File: src/rtl/bus_sequencer_if.sv
// Handshake and control-bus signals of the shared-bus register/ALU sequencer.
// start is accepted on a rising edge only while the sequencer is idle or in its done cycle; done pulses one cycle.
interface bus_sequencer_if #(
  parameter int NREG = 4,
  parameter int SELW = 2
);
  logic            start;
  logic [2:0]      op;
  logic [SELW-1:0] rd;
  logic [SELW-1:0] rs;
  logic [NREG-1:0] reg_buf_en;
  logic [NREG-1:0] reg_ld;
  logic            sw_buf_en;
  logic            imm_buf_en;
  logic            a_ld;
  logic            z_ld;
  logic            z_buf_en;
  logic [1:0]      alu_op;
  logic            busy;
  logic            done;
  logic            err;
  logic [2:0]      dbg_state;

  modport master (
    output start, op, rd, rs,
    input  reg_buf_en, reg_ld, sw_buf_en, imm_buf_en, a_ld, z_ld, z_buf_en,
    input  alu_op, busy, done, err, dbg_state
  );

  modport slave (
    input  start, op, rd, rs,
    output reg_buf_en, reg_ld, sw_buf_en, imm_buf_en, a_ld, z_ld, z_buf_en,
    output alu_op, busy, done, err, dbg_state
  );
endinterface

File: src/rtl/bus_sequencer.sv
// Moore control sequencer for a shared-bus register file / ALU datapath.
// One instruction per start/done handshake; all outputs decode from registered state and latched fields.
module bus_sequencer #(
  parameter int NREG = 4,
  parameter int SELW = 2
) (
  input  logic            Clock,
  input  logic            Resetn,
  bus_sequencer_if.slave  bus
);

  typedef enum logic [2:0] {
    S_IDLE = 3'd0,
    S_XFER = 3'd1,
    S_OPA  = 3'd2,
    S_OPB  = 3'd3,
    S_WB   = 3'd4,
    S_DONE = 3'd5
  } state_t;

  localparam logic [SELW:0] NREG_L = (SELW+1)'(NREG);
  localparam logic [2:0]    OP_MOV  = 3'd2;
  localparam logic [2:0]    OP_OR   = 3'd6;
  localparam logic [2:0]    OP_ADDI = 3'd7;

  state_t          state, state_nx;
  logic [2:0]      op_q;
  logic [SELW-1:0] rd_q, rs_q;
  logic            err_q;
  logic            accept, uses_rs, illegal;

  // rs only matters for the register-to-register ops MOV..OR.
  assign uses_rs = (bus.op >= OP_MOV) && (bus.op <= OP_OR);
  assign illegal = ({1'b0, bus.rd} >= NREG_L) || (uses_rs && ({1'b0, bus.rs} >= NREG_L));
  assign accept  = bus.start && (state == S_IDLE || state == S_DONE);

  function automatic logic [NREG-1:0] onehot(input logic [SELW-1:0] sel);
    logic [NREG-1:0] r;
    r = '0;
    for (int i = 0; i < NREG; i++) begin
      if (sel == SELW'(i)) r[i] = 1'b1;
    end
    return r;
  endfunction

  always_ff @(posedge Clock or negedge Resetn) begin
    if (!Resetn) state <= S_IDLE;
    else         state <= state_nx;
  end

  always_ff @(posedge Clock or negedge Resetn) begin
    if (!Resetn) begin
      op_q  <= '0;
      rd_q  <= '0;
      rs_q  <= '0;
      err_q <= 1'b0;
    end else if (accept) begin
      op_q  <= bus.op;
      rd_q  <= bus.rd;
      rs_q  <= bus.rs;
      err_q <= illegal;
    end
  end

  always_comb begin
    state_nx = state;
    case (state)
      S_IDLE, S_DONE: begin
        if (!bus.start)          state_nx = S_IDLE;
        else if (illegal)        state_nx = S_DONE;
        else if (bus.op <= OP_MOV) state_nx = S_XFER;
        else                     state_nx = S_OPA;
      end
      S_XFER:  state_nx = S_DONE;
      S_OPA:   state_nx = S_OPB;
      S_OPB:   state_nx = S_WB;
      S_WB:    state_nx = S_DONE;
      default: state_nx = S_IDLE;
    endcase
  end

  logic [NREG-1:0] reg_buf_en, reg_ld;
  logic            sw_buf_en, imm_buf_en, a_ld, z_ld, z_buf_en, busy, done, err;
  logic [1:0]      alu_op;

  always_comb begin
    reg_buf_en = '0;
    reg_ld     = '0;
    sw_buf_en  = 1'b0;
    imm_buf_en = 1'b0;
    a_ld       = 1'b0;
    z_ld       = 1'b0;
    z_buf_en   = 1'b0;
    alu_op     = 2'b00;
    busy       = 1'b0;
    done       = 1'b0;
    err        = 1'b0;
    case (state)
      S_XFER: begin
        busy = 1'b1;
        case (op_q)
          3'd0:    sw_buf_en  = 1'b1;
          3'd1:    imm_buf_en = 1'b1;
          default: reg_buf_en = onehot(rs_q);
        endcase
        reg_ld = onehot(rd_q);
      end
      S_OPA: begin
        busy       = 1'b1;
        reg_buf_en = onehot(rd_q);
        a_ld       = 1'b1;
      end
      S_OPB: begin
        busy = 1'b1;
        z_ld = 1'b1;
        if (op_q == OP_ADDI) begin
          imm_buf_en = 1'b1;
        end else begin
          reg_buf_en = onehot(rs_q);
          // ADD..OR (011..110) map onto ALU codes 00..11.
          alu_op     = 2'(op_q - 3'd3);
        end
      end
      S_WB: begin
        busy     = 1'b1;
        z_buf_en = 1'b1;
        reg_ld   = onehot(rd_q);
      end
      S_DONE: begin
        done = 1'b1;
        err  = err_q;
      end
      default: ;
    endcase
  end

  assign bus.reg_buf_en = reg_buf_en;
  assign bus.reg_ld     = reg_ld;
  assign bus.sw_buf_en  = sw_buf_en;
  assign bus.imm_buf_en = imm_buf_en;
  assign bus.a_ld       = a_ld;
  assign bus.z_ld       = z_ld;
  assign bus.z_buf_en   = z_buf_en;
  assign bus.alu_op     = alu_op;
  assign bus.busy       = busy;
  assign bus.done       = done;
  assign bus.err        = err;
  assign bus.dbg_state  = state;

endmodule

File: src/flat_wrapper.sv
// flat-port wrapper written by rule: the top's interface ports become plain ports
module bus_sequencer_flat 
#(
  parameter int NREG = 4,
  parameter int SELW = 2
)
  (Clock, Resetn, bus_start, bus_op, bus_rd, bus_rs, bus_reg_buf_en, bus_reg_ld, bus_sw_buf_en, bus_imm_buf_en, bus_a_ld, bus_z_ld, bus_z_buf_en, bus_alu_op, bus_busy, bus_done, bus_err, bus_dbg_state);
  bus_sequencer_if #(.NREG(NREG), .SELW(SELW)) bus_i ();
  input  logic Clock;
  input  logic Resetn;
  input wire logic [$bits(bus_i.start)-1:0] bus_start;
  input wire logic [$bits(bus_i.op)-1:0] bus_op;
  input wire logic [$bits(bus_i.rd)-1:0] bus_rd;
  input wire logic [$bits(bus_i.rs)-1:0] bus_rs;
  output wire logic [$bits(bus_i.reg_buf_en)-1:0] bus_reg_buf_en;
  output wire logic [$bits(bus_i.reg_ld)-1:0] bus_reg_ld;
  output wire logic [$bits(bus_i.sw_buf_en)-1:0] bus_sw_buf_en;
  output wire logic [$bits(bus_i.imm_buf_en)-1:0] bus_imm_buf_en;
  output wire logic [$bits(bus_i.a_ld)-1:0] bus_a_ld;
  output wire logic [$bits(bus_i.z_ld)-1:0] bus_z_ld;
  output wire logic [$bits(bus_i.z_buf_en)-1:0] bus_z_buf_en;
  output wire logic [$bits(bus_i.alu_op)-1:0] bus_alu_op;
  output wire logic [$bits(bus_i.busy)-1:0] bus_busy;
  output wire logic [$bits(bus_i.done)-1:0] bus_done;
  output wire logic [$bits(bus_i.err)-1:0] bus_err;
  output wire logic [$bits(bus_i.dbg_state)-1:0] bus_dbg_state;
  assign bus_i.start = bus_start;
  assign bus_i.op = bus_op;
  assign bus_i.rd = bus_rd;
  assign bus_i.rs = bus_rs;
  assign bus_reg_buf_en = bus_i.reg_buf_en;
  assign bus_reg_ld = bus_i.reg_ld;
  assign bus_sw_buf_en = bus_i.sw_buf_en;
  assign bus_imm_buf_en = bus_i.imm_buf_en;
  assign bus_a_ld = bus_i.a_ld;
  assign bus_z_ld = bus_i.z_ld;
  assign bus_z_buf_en = bus_i.z_buf_en;
  assign bus_alu_op = bus_i.alu_op;
  assign bus_busy = bus_i.busy;
  assign bus_done = bus_i.done;
  assign bus_err = bus_i.err;
  assign bus_dbg_state = bus_i.dbg_state;
  bus_sequencer #(.NREG(NREG), .SELW(SELW)) u_core (.Clock(Clock), .Resetn(Resetn), .bus(bus_i));
endmodule
File: config.mk
export PLATFORM = sky130hd
export DESIGN_NAME = bus_sequencer_flat
export DESIGN_NICKNAME = d
export VERILOG_FILES = /design/src/rtl/bus_sequencer_if.sv /design/src/rtl/bus_sequencer.sv /design/src/flat_wrapper.sv
export SDC_FILE = /design/constraint.sdc
export NUM_CORES = 1
export LEC_CHECK = 0
export ABC_CLOCK_PERIOD_IN_PS = 1560
export CAP_MARGIN = 30
export CELL_PAD_IN_SITES_DETAIL_PLACEMENT = 0
export CELL_PAD_IN_SITES_GLOBAL_PLACEMENT = 1
export CORE_ASPECT_RATIO = 1.5
export CORE_UTILIZATION = 27
export CTS_CLUSTER_SIZE = 24
export DETAILED_ROUTE_END_ITERATION = 6
export GPL_TIMING_DRIVEN = 0
export MAX_ROUTING_LAYER = met4
export PLACE_DENSITY_LB_ADDON = 0.25
export REMOVE_ABC_BUFFERS = 1
export SLEW_MARGIN = 20
export SYNTH_ARGS = -nofsm -noshare
export SYNTH_HDL_FRONTEND = slang
export SYNTH_SLANG_ARGS = --single-unit
File: constraint.sdc
create_clock -name Clock -period 1.56 [get_ports Clock]
set_input_delay 0.156 -clock Clock [delete_from_list [all_inputs] [get_ports Clock]]
set_output_delay 0.156 -clock Clock [all_outputs]
set_load 0.02 [all_outputs]
==> results.cfg <==
[detailed_routing]
dr.pass1.iters = 6
via_per_inst = 4.82
route.detailed.drc = 0
wl_per_cell_um = 12.4
drt_iter0_drc = 10
top_layer = met4
wl_um = 1690
dr_wl_met3_um = 63
drtAntennaViolNets = 0
routedLengthMet1_um = 709
dr_total_vias = 656
wl_met2_um = 903

[floorplanning]
dieArea_um2 = 2880
initial_core_util = 0.291
die_h_um = 65.3
ios = 31
die_w_um = 44.2
rows = 22
coreArea_um2 = 2480

[setup_path]
reg2reg_to = u_core.bus.dbg_state[0]
crit_fanout = 6
critical_path.endpoint_type = output port
critPathLaunch = u_core.bus.dbg_state[2]
worstSetupPathType = reg -> out
worstPathRequired_ps = 1400
cp.arrival_ps = 1560
reg2reg_from = u_core.bus.dbg_state[2]
reg2reg_slack_ps = -80
cp-start-kind = register
reg2reg_depth = 6
crit_end = bus_reg_ld[2]

[finish]
multiInputGateArea_um2 = 538
fillers = 242
drive_above_1_share = 0.616
area_delta_synth_final_pct = 72.6
final_nets = 126
stdcell_count = 136
regArea_um2 = 255
num_antenna_cells = 0
finalCoreUtilization = 0.502

[logic_synthesis]
synth_most_common_cell = dfrtp_1
async_flop_share = 1.00
netlist.area_leader.share = 0.347
synth.avg_cell_area_um2 = 10.0
netlist_area_um2 = 721
ys.flop_type = dfrtp_1
netlist_top_cells_area = dfrtp_1 (35%), mux2_2 (11%), ha_1 (5.2%)
synthTopCellsByCount = dfrtp_1 (10), mux2_2 (7), nand2_1 (5)
ys_warn_count = 0
seq_area_frac_synth = 0.347
synth_seq_cells = 10
synth_edf_count = 0
synth_top_area_cell = dfrtp_1
yosysUniqueCellTypes = 33
synthCells = 72

[outcome]
failed_checks = negative setup slack
outcome = finished, violations left

[cts]
htreeDepth = 1
cts_tree = yes
clock-root-buffer = clkbuf_4
clockBufferDepth = 2
clk_pin_slew_ps = 60
clock_sinks = 10
clk_latency_ps = 260
ctsHoldBuffers = 0
numCtsBuffers = 3

[placement]
dp_hpwl_um = 1120
io_buffers = 29
place_congestion = 0.687
placed_cells = 119

[global_routing]
grtUsageTotal = 0.133
grt_overflow = 0
grt_pass1_vias = 640
grt_max_degree = 11
grt_pass1_wl_um = 2760
antenna_found_initial = 0

[sta]
rsz0062_at_grt = true
setup_viol_count_final = 17
setup_tns_ps = -1390
period_needed_ps = 1720
drv_slew = 0
finalHoldViolations = 0
fmax_mhz = 583
layout_setup_ws_ps = -155
fin_skew_ps = 4.22
min_period_over_period = 1.10

[pwr]
pwr_density_cell_nw_per_um2 = 2280
p_leak_nw = 0.572
total_power_mw = 2.83
ir_drop_mv = 0.965

[hold_path]
min_path_type = in -> async

[run]
maxCapViolCount = 0
cells in the final DEF, fill, tap and decap left out, drive strengths merged:
| cell | n |
|---|---|
| xnor2 | 1 |
| ha | 3 |
| conb | 1 |
| a221o | 1 |
| nand3 | 1 |
| o21bai | 1 |
| a2bb2oi | 1 |
| dfrtp | 10 |
| a21o | 1 |
| nand2b | 3 |
| nand2 | 5 |
| mux2 | 7 |
| nor2b | 2 |
| and2 | 1 |
| a21oi | 1 |
| and3 | 3 |
| dlygate4sd2 | 3 |
| nand3b | 2 |
| nor3b | 6 |
| xor2 | 1 |
| inv | 4 |
| o21ai | 3 |
| and3b | 1 |
| clkbuf | 6 |
| clkdlybuf4s50 | 9 |
| nor3 | 1 |
| buf | 28 |
| o31ai | 1 |
| a22oi | 1 |
| nor2 | 4 |
stage by stage:
step | setup WS, ps | hold slack (ps) | area (µm²)
after floorplan | -325 | -140 | 678
after global placement | -531 | 500 | 998
after detailed placement | -544 | 495 | 998
after CTS | -297 | 199 | 1190
after global routing | -290 | 221 | 1240
final | -155 | 195 | 1240
sequential cells by signal, summed over array words and instances, names as in the netlist:
signal                cells
u_core.bus.dbg_state      3
u_core.op_q               3
u_core.rd_q               2
u_core.rs_q               2
critical path: stages (launching register included):
cell and delay, ps:
dfrtp_2 470, buf_12 150, xor2_4 230, nand2_4 120
nor3b_2 170, buf_4 160
power breakdown:
group | leakage (nW) | total (mW) | internal, mW | switching [mW]
clock network | 0.0210 | 0.228 | 0.142 | 0.0864
logic | 0.437 | 1.97 | 1.06 | 0.908
registers | 0.115 | 0.632 | 0.403 | 0.229
total | 0.572 | 2.83 | 1.61 | 1.22
logic make-up (layout without fill, tap and decap cells):
logic type / count (synthesis) / in the layout / share of synthesized area
simple gates: 29 / 29 / 0.257
compound gates: 10 / 10 / 0.0990
flops: 10 / 10 / 0.347
buf+inv: 10 / 50 / 0.0798
mux: 7 / 7 / 0.109
fa+ha+maj: 3 / 3 / 0.0521
xor+xnor: 2 / 2 / 0.0504
other cells: 1 / 1 / 0.00520
layout make-up:
type | count | share of cell area
Inverter | 4 | 0.0121
Sequential cell | 10 | 0.205
Clock buffer | 4 | 0.0292
Tap cell | 24 | 0.0241
Timing Repair Buffer | 42 | 0.297
Multi-Input combinational cell | 52 | 0.433
routing by layer:
layer	GRT usage	up-vias
li1	-	322
met1	0.146	312
met2	0.213	20
met3	0.0522	2
met4	0.0530	0
met5	-	-
how the worst min path moves through the flow:
stage	from	to	depth (start not counted)
5_1_grt	Resetn	u_core.rs_q[0]	1
6_report	Resetn	u_core.rs_q[1]	1
3_3_place_gp	Resetn	u_core.rs_q[1]	1
2_1_floorplan	Resetn	u_core.bus.dbg_state[0]	0
4_1_cts	Resetn	u_core.rs_q[1]	1
3_5_place_dp	Resetn	u_core.rs_q[1]	1
repair_timing:
action / in CTS / in global routing
gates cloned: 0 / 0
resized for setup: 113 / 19
pin swaps: 7 / 9
buffers inserted: 13 / 1
endpoints found under the setup margin: 28 / 24
Note: power is estimated with default switching activity, not from simulation.
